--- src/rtl/uart_tx_serializer.sv ---
// UART transmit serializer: one-byte holding register, fractional baud
// prescaler (16 ticks per bit), and a start/data/parity/stop shifter.
module uart_tx_serializer (
    input  logic        CLK,
    input  logic        RESET,
    input  logic        CSN,
    input  logic        WEN,
    input  logic [7:0]  DATA_IN,
    input  logic [12:0] BAUD_VAL,
    input  logic [2:0]  BAUD_VAL_FRACTION,
    input  logic        BIT8,
    input  logic        PARITY_EN,
    input  logic        ODD_N_EVEN,
    output logic        TX,
    output logic        TXRDY,
    output logic        TX_BUSY
);

    typedef enum logic [2:0] {StIdle, StStart, StData, StParity, StStop} state_e;

    state_e      state_q, state_d;
    logic [7:0]  hold_q, hold_d;
    logic        txrdy_q, txrdy_d;
    logic [7:0]  shift_q, shift_d;
    logic        bit8_q, bit8_d;
    logic        par_en_q, par_en_d;
    logic        par_bit_q, par_bit_d;
    logic [2:0]  bit_idx_q, bit_idx_d;
    logic [3:0]  sub_q, sub_d;
    logic [13:0] presc_q, presc_d;
    logic [2:0]  acc_q, acc_d;
    logic        tx_q, tx_d;
    logic        busy_q, busy_d;

    logic        wr;
    logic [3:0]  acc_sum;
    logic        carry;
    logic [13:0] presc_last;
    logic        tick;
    logic        bit_end;
    logic [2:0]  last_idx;
    logic        shifter_free;
    logic        xfer;

    assign wr         = !CSN && !WEN;
    // Carry out of the fraction accumulator stretches the current tick period by one clock.
    assign acc_sum    = {1'b0, acc_q} + {1'b0, BAUD_VAL_FRACTION};
    assign carry      = acc_sum[3];
    assign presc_last = {1'b0, BAUD_VAL} + {13'd0, carry};
    assign tick       = (state_q != StIdle) && (presc_q == presc_last);
    assign bit_end    = tick && (sub_q == 4'hF);
    assign last_idx   = bit8_q ? 3'd7 : 3'd6;
    // Shifter frees up on the final STOP clock so back-to-back frames have no idle gap.
    assign shifter_free = (state_q == StIdle) || ((state_q == StStop) && bit_end);
    assign xfer         = !txrdy_q && shifter_free;

    // Holding register, latched frame format, shift register and bit-rate counters.
    always_comb begin
        hold_d    = hold_q;
        txrdy_d   = txrdy_q;
        shift_d   = shift_q;
        bit8_d    = bit8_q;
        par_en_d  = par_en_q;
        par_bit_d = par_bit_q;
        sub_d     = sub_q;
        presc_d   = presc_q;
        acc_d     = acc_q;
        if (xfer) begin
            txrdy_d   = 1'b1;
            shift_d   = hold_q;
            bit8_d    = BIT8;
            par_en_d  = PARITY_EN;
            par_bit_d = (^(hold_q & {BIT8, 7'h7F})) ^ ODD_N_EVEN;
            sub_d     = 4'd0;
            presc_d   = 14'd0;
            acc_d     = 3'd0;
        end else begin
            if (wr && txrdy_q) begin
                hold_d  = DATA_IN;
                txrdy_d = 1'b0;
            end
            if (state_q == StIdle) begin
                sub_d   = 4'd0;
                presc_d = 14'd0;
                acc_d   = 3'd0;
            end else if (tick) begin
                sub_d   = sub_q + 4'd1;
                presc_d = 14'd0;
                acc_d   = acc_sum[2:0];
                if ((state_q == StData) && bit_end) begin
                    shift_d = {1'b0, shift_q[7:1]};
                end
            end else begin
                presc_d = presc_q + 14'd1;
            end
        end
    end

    // Datapath state registers.
    always_ff @(posedge CLK or posedge RESET) begin
        if (RESET) begin
            hold_q    <= 8'd0;
            txrdy_q   <= 1'b1;
            shift_q   <= 8'd0;
            bit8_q    <= 1'b0;
            par_en_q  <= 1'b0;
            par_bit_q <= 1'b0;
            sub_q     <= 4'd0;
            presc_q   <= 14'd0;
            acc_q     <= 3'd0;
        end else begin
            hold_q    <= hold_d;
            txrdy_q   <= txrdy_d;
            shift_q   <= shift_d;
            bit8_q    <= bit8_d;
            par_en_q  <= par_en_d;
            par_bit_q <= par_bit_d;
            sub_q     <= sub_d;
            presc_q   <= presc_d;
            acc_q     <= acc_d;
        end
    end

    // FSM state register.
    always_ff @(posedge CLK or posedge RESET) begin
        if (RESET) begin
            state_q   <= StIdle;
            bit_idx_q <= 3'd0;
        end else begin
            state_q   <= state_d;
            bit_idx_q <= bit_idx_d;
        end
    end

    // FSM next state: a transfer always restarts at START, otherwise advance on bit end.
    always_comb begin
        state_d   = state_q;
        bit_idx_d = bit_idx_q;
        if (xfer) begin
            state_d   = StStart;
            bit_idx_d = 3'd0;
        end else if (bit_end) begin
            unique case (state_q)
                StStart: begin
                    state_d   = StData;
                    bit_idx_d = 3'd0;
                end
                StData: begin
                    if (bit_idx_q == last_idx) begin
                        state_d = par_en_q ? StParity : StStop;
                    end else begin
                        bit_idx_d = bit_idx_q + 3'd1;
                    end
                end
                StParity: state_d = StStop;
                StStop:   state_d = StIdle;
                default:  state_d = StIdle;
            endcase
        end
    end

    // Output decode from the next state so TX/TX_BUSY are registered without a cycle of lag.
    always_comb begin
        tx_d   = 1'b1;
        busy_d = (state_d != StIdle);
        unique case (state_d)
            StIdle:   tx_d = 1'b1;
            StStart:  tx_d = 1'b0;
            StData:   tx_d = shift_d[0];
            StParity: tx_d = par_bit_d;
            StStop:   tx_d = 1'b1;
            default:  tx_d = 1'b1;
        endcase
    end

    // Output registers.
    always_ff @(posedge CLK or posedge RESET) begin
        if (RESET) begin
            tx_q   <= 1'b1;
            busy_q <= 1'b0;
        end else begin
            tx_q   <= tx_d;
            busy_q <= busy_d;
        end
    end

    assign TX      = tx_q;
    assign TXRDY   = txrdy_q;
    assign TX_BUSY = busy_q;

endmodule

--- config.mk ---
export PLATFORM = sky130hd
export DESIGN_NAME = uart_tx_serializer
export DESIGN_NICKNAME = d
export VERILOG_FILES = /design/src/rtl/uart_tx_serializer.sv
export SDC_FILE = /design/constraint.sdc
export NUM_CORES = 1
export LEC_CHECK = 0
export ABC_AREA = 1
export CAP_MARGIN = 25
export CORE_MARGIN = 1.5
export CORE_UTILIZATION = 57
export DETAILED_ROUTE_END_ITERATION = 10
export PLACE_DENSITY = 0.88
export SLEW_MARGIN = 30
export SYNTH_ARGS = -nofsm -noshare
export SYNTH_HDL_FRONTEND = slang
export SYNTH_SLANG_ARGS = --single-unit
--- constraint.sdc ---
create_clock -name CLK -period 3.5 [get_ports CLK]
set_input_delay 1.05 -clock CLK [delete_from_list [all_inputs] [get_ports CLK]]
set_output_delay 1.05 -clock CLK [all_outputs]
set_load 0.01 [all_outputs]
---- Yosys cells after proc, flatten, opt, wreduce, memory -nomap -nowiden ----
Cells that the tools add are included.
word-level totals
  input bits .............................. 31
  register bits after elaboration ......... 49
  bits in latches ......................... 0
  output and inout port bits .............. 3
  memory bits (read-only) ................. 0
  memory bits (writable) .................. 0
  memories ................................ 0
  logic and storage cells ................. 85
cells by class
  multiplexer cells ....................... 27
  equality and inequality tests ........... 12
  shift operators ......................... 0
  multipliers ............................. 0
  div/mod/pow operators ................... 0
  bitwise gates (word level) .............. 3
  reductions and logical operators ........ 24
  $lt $le $gt $ge ......................... 0
  add/sub/neg operators ................... 5
operators by type and width
  operator                                              number
  two-way mux 14 bit                                    3
  two-way mux 8 bit                                     4
  two-way mux 3 bit                                     10
  adder 13 x 1 -> 14 bit                                1
  adder 14 x 1 -> 14 bit (second input constant)        1
  equality test 14 bit                                  1
  equality test 3 x 2 -> 1 bit (second input constant)  4
  two-way mux 4 bit                                     3
  nonzero test 3 bit                                    4
  one-hot mux 3 bit (3 select lines)                    1
  bitwise AND 8 bit                                     1
  nonzero test 2 bit                                    4
  XOR reduction 8 bit                                   1
  logical AND 1 bit                                     7
  equality test 3 x 1 -> 1 bit (second input constant)  2
  one-hot mux 3 bit (2 select lines)                    1
  AND reduction 3 bit                                   2
  adder 3 x 3 -> 4 bit                                  1
  adder 4 x 1 -> 4 bit (second input constant)          1
  equality test 4 bit (second input constant)           1
  two-way mux 1 bit                                     4
  adder 3 x 1 -> 3 bit (second input constant)          1
  equality test 3 bit                                   1
  equality test 3 bit (second input constant)           1
  9 further kinds                                       11

---- Longest topological paths before layout ----
  depth after elaboration ................. 11
  depth in mapped cells ................... 23

---- Least setup slack after synthesis ----
OpenSTA, ideal clock, no wires.
  path kind ............................... input to register
  start ................................... input port BAUD_VAL_FRACTION[2]
  end ..................................... register presc_q[13]
  path slack .............................. -38 ps
  data required time ...................... 3388 ps
  arrival time ............................ 3426 ps
  stages on the path ...................... 18
  library setup time ...................... 112 ps
  cell sequence ........................... ha_1 > a21oi_1 > nand2_1 > ha_1 > ha_1 > xnor2_1 > nand3_1 > nor2_1 > nand3_2 > nor2_2 > nand3_4 > nand2_4 > nand3_4 > nand2_4 > nor2_8 > buf_6 > nand2_1 > inv_2
between the ends
  longest elaborated chain between the ends .. 9
ends and longest elaborated chain
  element                   line  source
  start, declared           10    input logic [2:0] BAUD_VAL_FRACTION,
  adder 3 x 3 -> 4 bit *    47    assign acc_sum = {1'b0, acc_q} + {1'b0, BAUD_VAL_FRACTION};
  adder 13 x 1 -> 14 bit *  49    assign presc_last = {1'b0, BAUD_VAL} + {13'd0, carry};
  equality test 14 bit *    50    assign tick = (state_q != StIdle) && (presc_q == presc_last);
  logical AND 1 bit *       50
  logical AND 1 bit         51    assign bit_end = tick && (sub_q == 4'hF);
  logical AND 1 bit         54    assign shifter_free = (state_q == StIdle) || ((state_q == StStop) && bit_end);
  logical OR 1 bit          54
  logical AND 1 bit         55    assign xfer = !txrdy_q && shifter_free;
  two-way mux 14 bit *      68    if (xfer) begin
  net presc_d[13]           30    logic [13:0] presc_q, presc_d;
  end signal, assigned      119   presc_q <= presc_d;
  end, declared             30
The timed path passes the listed nets; every way through them passes the cells marked *.
A chain may end at the register's enable or synchronous reset.

---- Worst setup path in the final report ----
  start ................................... input port BAUD_VAL_FRACTION[1]
  end ..................................... register presc_q[8]
Same word-level chain as after synthesis.

==> results.yml <==
power:
  power.density_nw_per_um2: 367
  power_leakage_uw: 0.00218
  irDropWorstVdd_v: 0.000261
worst_setup_path:
  worstPathArrival_ns: 3.68
  start_kind: "primary input"
  cpPeakStageDelay_ns: 0.29
  worst-path-buf-inv: 6
  required_ns: 3.70
  critPathCaptureType: "flip-flop"
  path_cells: "clkbuf_2, ha_4, nand3_2, nand2_2, ha_4, buf_6, inv_4, nor2_4, nand2_1, nand2_1, inv_1, nor2_2, nand3_2, nor2_4, nand3_4, nand2_4, nand3_4, nand2_4, nor2_8, buf_6, nand3b_1, inv_1"
  cp_top_family: "simple AND/OR/NAND/NOR gates"
  crit_start: "BAUD_VAL_FRACTION[1]"
  r2r_start: "acc_q[1]$_DFFE_PP0P_"
  criticalPathCategory: "primary input to flip-flop"
  cp_max_fo: 8
  cp_slowest_cell: "ha_4"
detailed_routing:
  vias_per_cell: 5.38
  dr_wl_met3_um: 469
  wirelength_um: 8560
  vias: 3263
  met2WireLength_um: 4270
  maxUsedRoutingLayer: "met4"
  dr.pass1.iters: 4
  drc: 0
  wl_per_cell_um: 14.1
  wl_met1_um: 3440
  antenna_left: 0
  drtIter0Drc: 198
floorplan:
  core_area_sq_um: 5570
  io_pins: 34
  fp.dieH_um: 79.5
  start_util_pct: 59.8
  fp-row-count: 27
  fp.dieW_um: 79.5
  dieArea_sq_um: 6320
sta:
  worstMarginPinSlew_ns: 0.679
  worst_slack_ns: 0.0244
  finalCritPeriodShare_pct: 99.3
  timing.slew.headroom_pct: 54.5
  hold_viol: 0
  setup_viol: 0
  finalSetupTns_ns: 0
  min_period_ns: 3.48
  finalClockSkew_ns: 0.00807
  final_max_slew_viol_count: 0
  max_freq_mhz: 288
clock_tree:
  tritoncts: "done"
  clkSinkCount: 49
  cts_root_buffer: "clkbuf_8"
  clk_pin_slew_ns: 0.09
  cts_buffers: 5
  insertion_delay_ns: 0.31
  htreeDepth: 2
  clock_tree.buffer_depth: 2
run:
  drv_cap: 0
global_route:
  grt_pass1_wl_um: 13400
  grt.total_usage_pct: 27.0
  antenna_found_initial: 0
  first_global_vias: 3087
  grt_max_degree: 50
  overflow: 0
final_layout:
  fin_nets: 574
  drive_gt1_share_pct: 23.9
  area_growth_pct: 29.8
  n_antenna_cell: 0
  layoutNonFillerInstCount: 607
  final_util_pct: 77.7
placement:
  gp_congestion: 0.890
  pre_cts_ws_ns: -0.693
  placed_cells: 584
  io_buffers: 33
  dpl.hpwl_um: 5580
yosys:
  synth-seq-cells: 49
  synth_cells: 455
  ys_async_sr_fraction_pct: 100
  synth.avg_cell_area_sq_um: 7.33
  synth_ff_type: "dfrtp_1"
  ys_seq_area_share_pct: 36.8
  synth_edf_count: 0
  synthesis.area_sq_um: 3330
  syn_nets: 495
  ys_warn_count: 0
  synth.distinct_cells: 34
outcome:
  status: "completed"
min_path:
  worst_hold_path_type: "flip-flop to flip-flop"
  hp-start: "shift_q[5]$_DFFE_PP0P_"
==> worst reg2reg max path: stages (launching register included) <==
cell      delay [ns]
dfrtp_1         0.47
ha_4            0.31
nand3_2         0.08
nand2_2         0.10
ha_4            0.15
buf_6           0.10
inv_4           0.03
nor2_4          0.19
nand2_1         0.09
nand2_1         0.11
inv_1           0.07
nor2_2          0.12
nand3_2         0.13
nor2_4          0.15
nand3_4         0.10
nand2_4         0.13
nand3_4         0.14
nand2_4         0.17
nor2_8          0.06
buf_6           0.14
nand3b_1        0.09
inv_1           0.05
==> where the power goes <==
part | leakage, uW | total, uW | switching (uW) | internal [uW]
combinational | 0.00150 | 475 | 272 | 203
sequential | 0.000625 | 702 | 73.6 | 629
clock | 0.0000543 | 413 | 199 | 214
total | 0.00218 | 1590 | 544 | 1050
==> layout by cell type (no fill, tap or decap), types with 4 or more instances in the layout <==
master,netlist,routed
inv_1,64,62
clkbuf_8,0,5
inv_2,12,13
o21ai_0,12,9
or2_2,4,4
clkdlybuf4s50_1,0,30
a21oi_1,7,6
nand3_1,30,26
buf_4,0,36
nand4_1,11,11
ha_4,0,4
o22ai_1,4,4
nor2_1,41,35
nor2_2,4,6
nand2_4,3,4
xor2_1,12,12
buf_6,2,6
nor2_4,3,8
nand2_1,144,137
nand3_2,10,14
xnor2_1,12,11
nand2_2,5,11
dfrtp_1,47,47
==> final timing paths <==
check	end	slack, ns	cells past startpoint
min	shift_q[5]$_DFFE_PP0P_	0.50	2
min reg2reg	shift_q[5]$_DFFE_PP0P_	0.50	2
min in group asynchronous	acc_q[0]$_DFFE_PP0P_	1.21	3
max in group asynchronous	presc_q[8]$_DFF_PP0_	1.87	3
max	presc_q[8]$_DFF_PP0_	0.02	22
max reg2reg	presc_q[8]$_DFF_PP0_	0.41	21
==> final cells by class <==
cell class	instances	area [sq um]
clock buffers	5	68.8
fillers	369	1240
flip-flops and latches	49	1230
repair buffers	74	652
clock inverters	3	46.3
well taps	72	90.1
inverters	76	288
multi-input cells	328	1960
==> registers in the layout, indices dropped and copies added, names as in the netlist <==
name / cells
TX_BUSY: 1
sub_q: 4
presc_q: 14
par_en_q: 1
state_q: 3
hold_q: 8
bit_idx_q: 3
acc_q: 3
par_bit_q: 1
TXRDY: 1
shift_q: 8
TX: 1
bit8_q: 1
==> through the flow <==
stage | area [sq um] | hold WS, ns | total power [uW]
3_5_place_dp | 3940 | 0.479 | 1130
2_1_floorplan | 3340 | 0.452 | 1000
5_1_grt | 4330 | 0.523 | 1670
4_1_cts | 4180 | 0.500 | 1550
3_3_place_gp | 3940 | 0.471 | 1110
6_report | 4330 | 0.497 | 1590
==> repair_timing <==
| item | 4_1_cts | 5_1_grt |
|---|---|---|
| setup buffers | 5 | 10 |
| setup endpoints to repair | 39 | 38 |
| pin swaps | 18 | 18 |
| resized for setup | 24 | 26 |
| cloned | 0 | 1 |
| hold buffers | 0 | 0 |
==> cell usage after synthesis (all sizes together) (5+ instances only) <==
cell type,count,area share [%]
nor2,49,7.0
nand3,42,8.6
dfrtp,47,35
xnor2,12,3.2
nand2,152,18
nand4,11,2.1
xor2,12,3.2
or2,5,0.94
a21oi,7,1.1
ha,8,3.0
inv,76,8.6
o21ai,12,1.8
==> metal layers <==
layer  global-route usage (%)  vias up
met5                        0        -
met1                     31.2     1517
li1                         -     1588
met3                     4.34       35
met4                     12.6        0
met2                     48.5      123
==> logic make-up (layout without fill, tap and decap cells) <==
logic type | after synthesis | in the layout | share of synthesized area [%]
buffers and inverters | 79 | 158 | 9.38
AO/OA/AOI/OAI | 27 | 27 | 4.62
adder cells (fa/ha/maj) | 9 | 9 | 3.60
AND/OR/NAND/NOR | 267 | 268 | 39.2
flip-flops | 49 | 49 | 36.8
XOR/XNOR | 24 | 24 | 6.30
No activity file was read; power rests on OpenSTA's default activity.
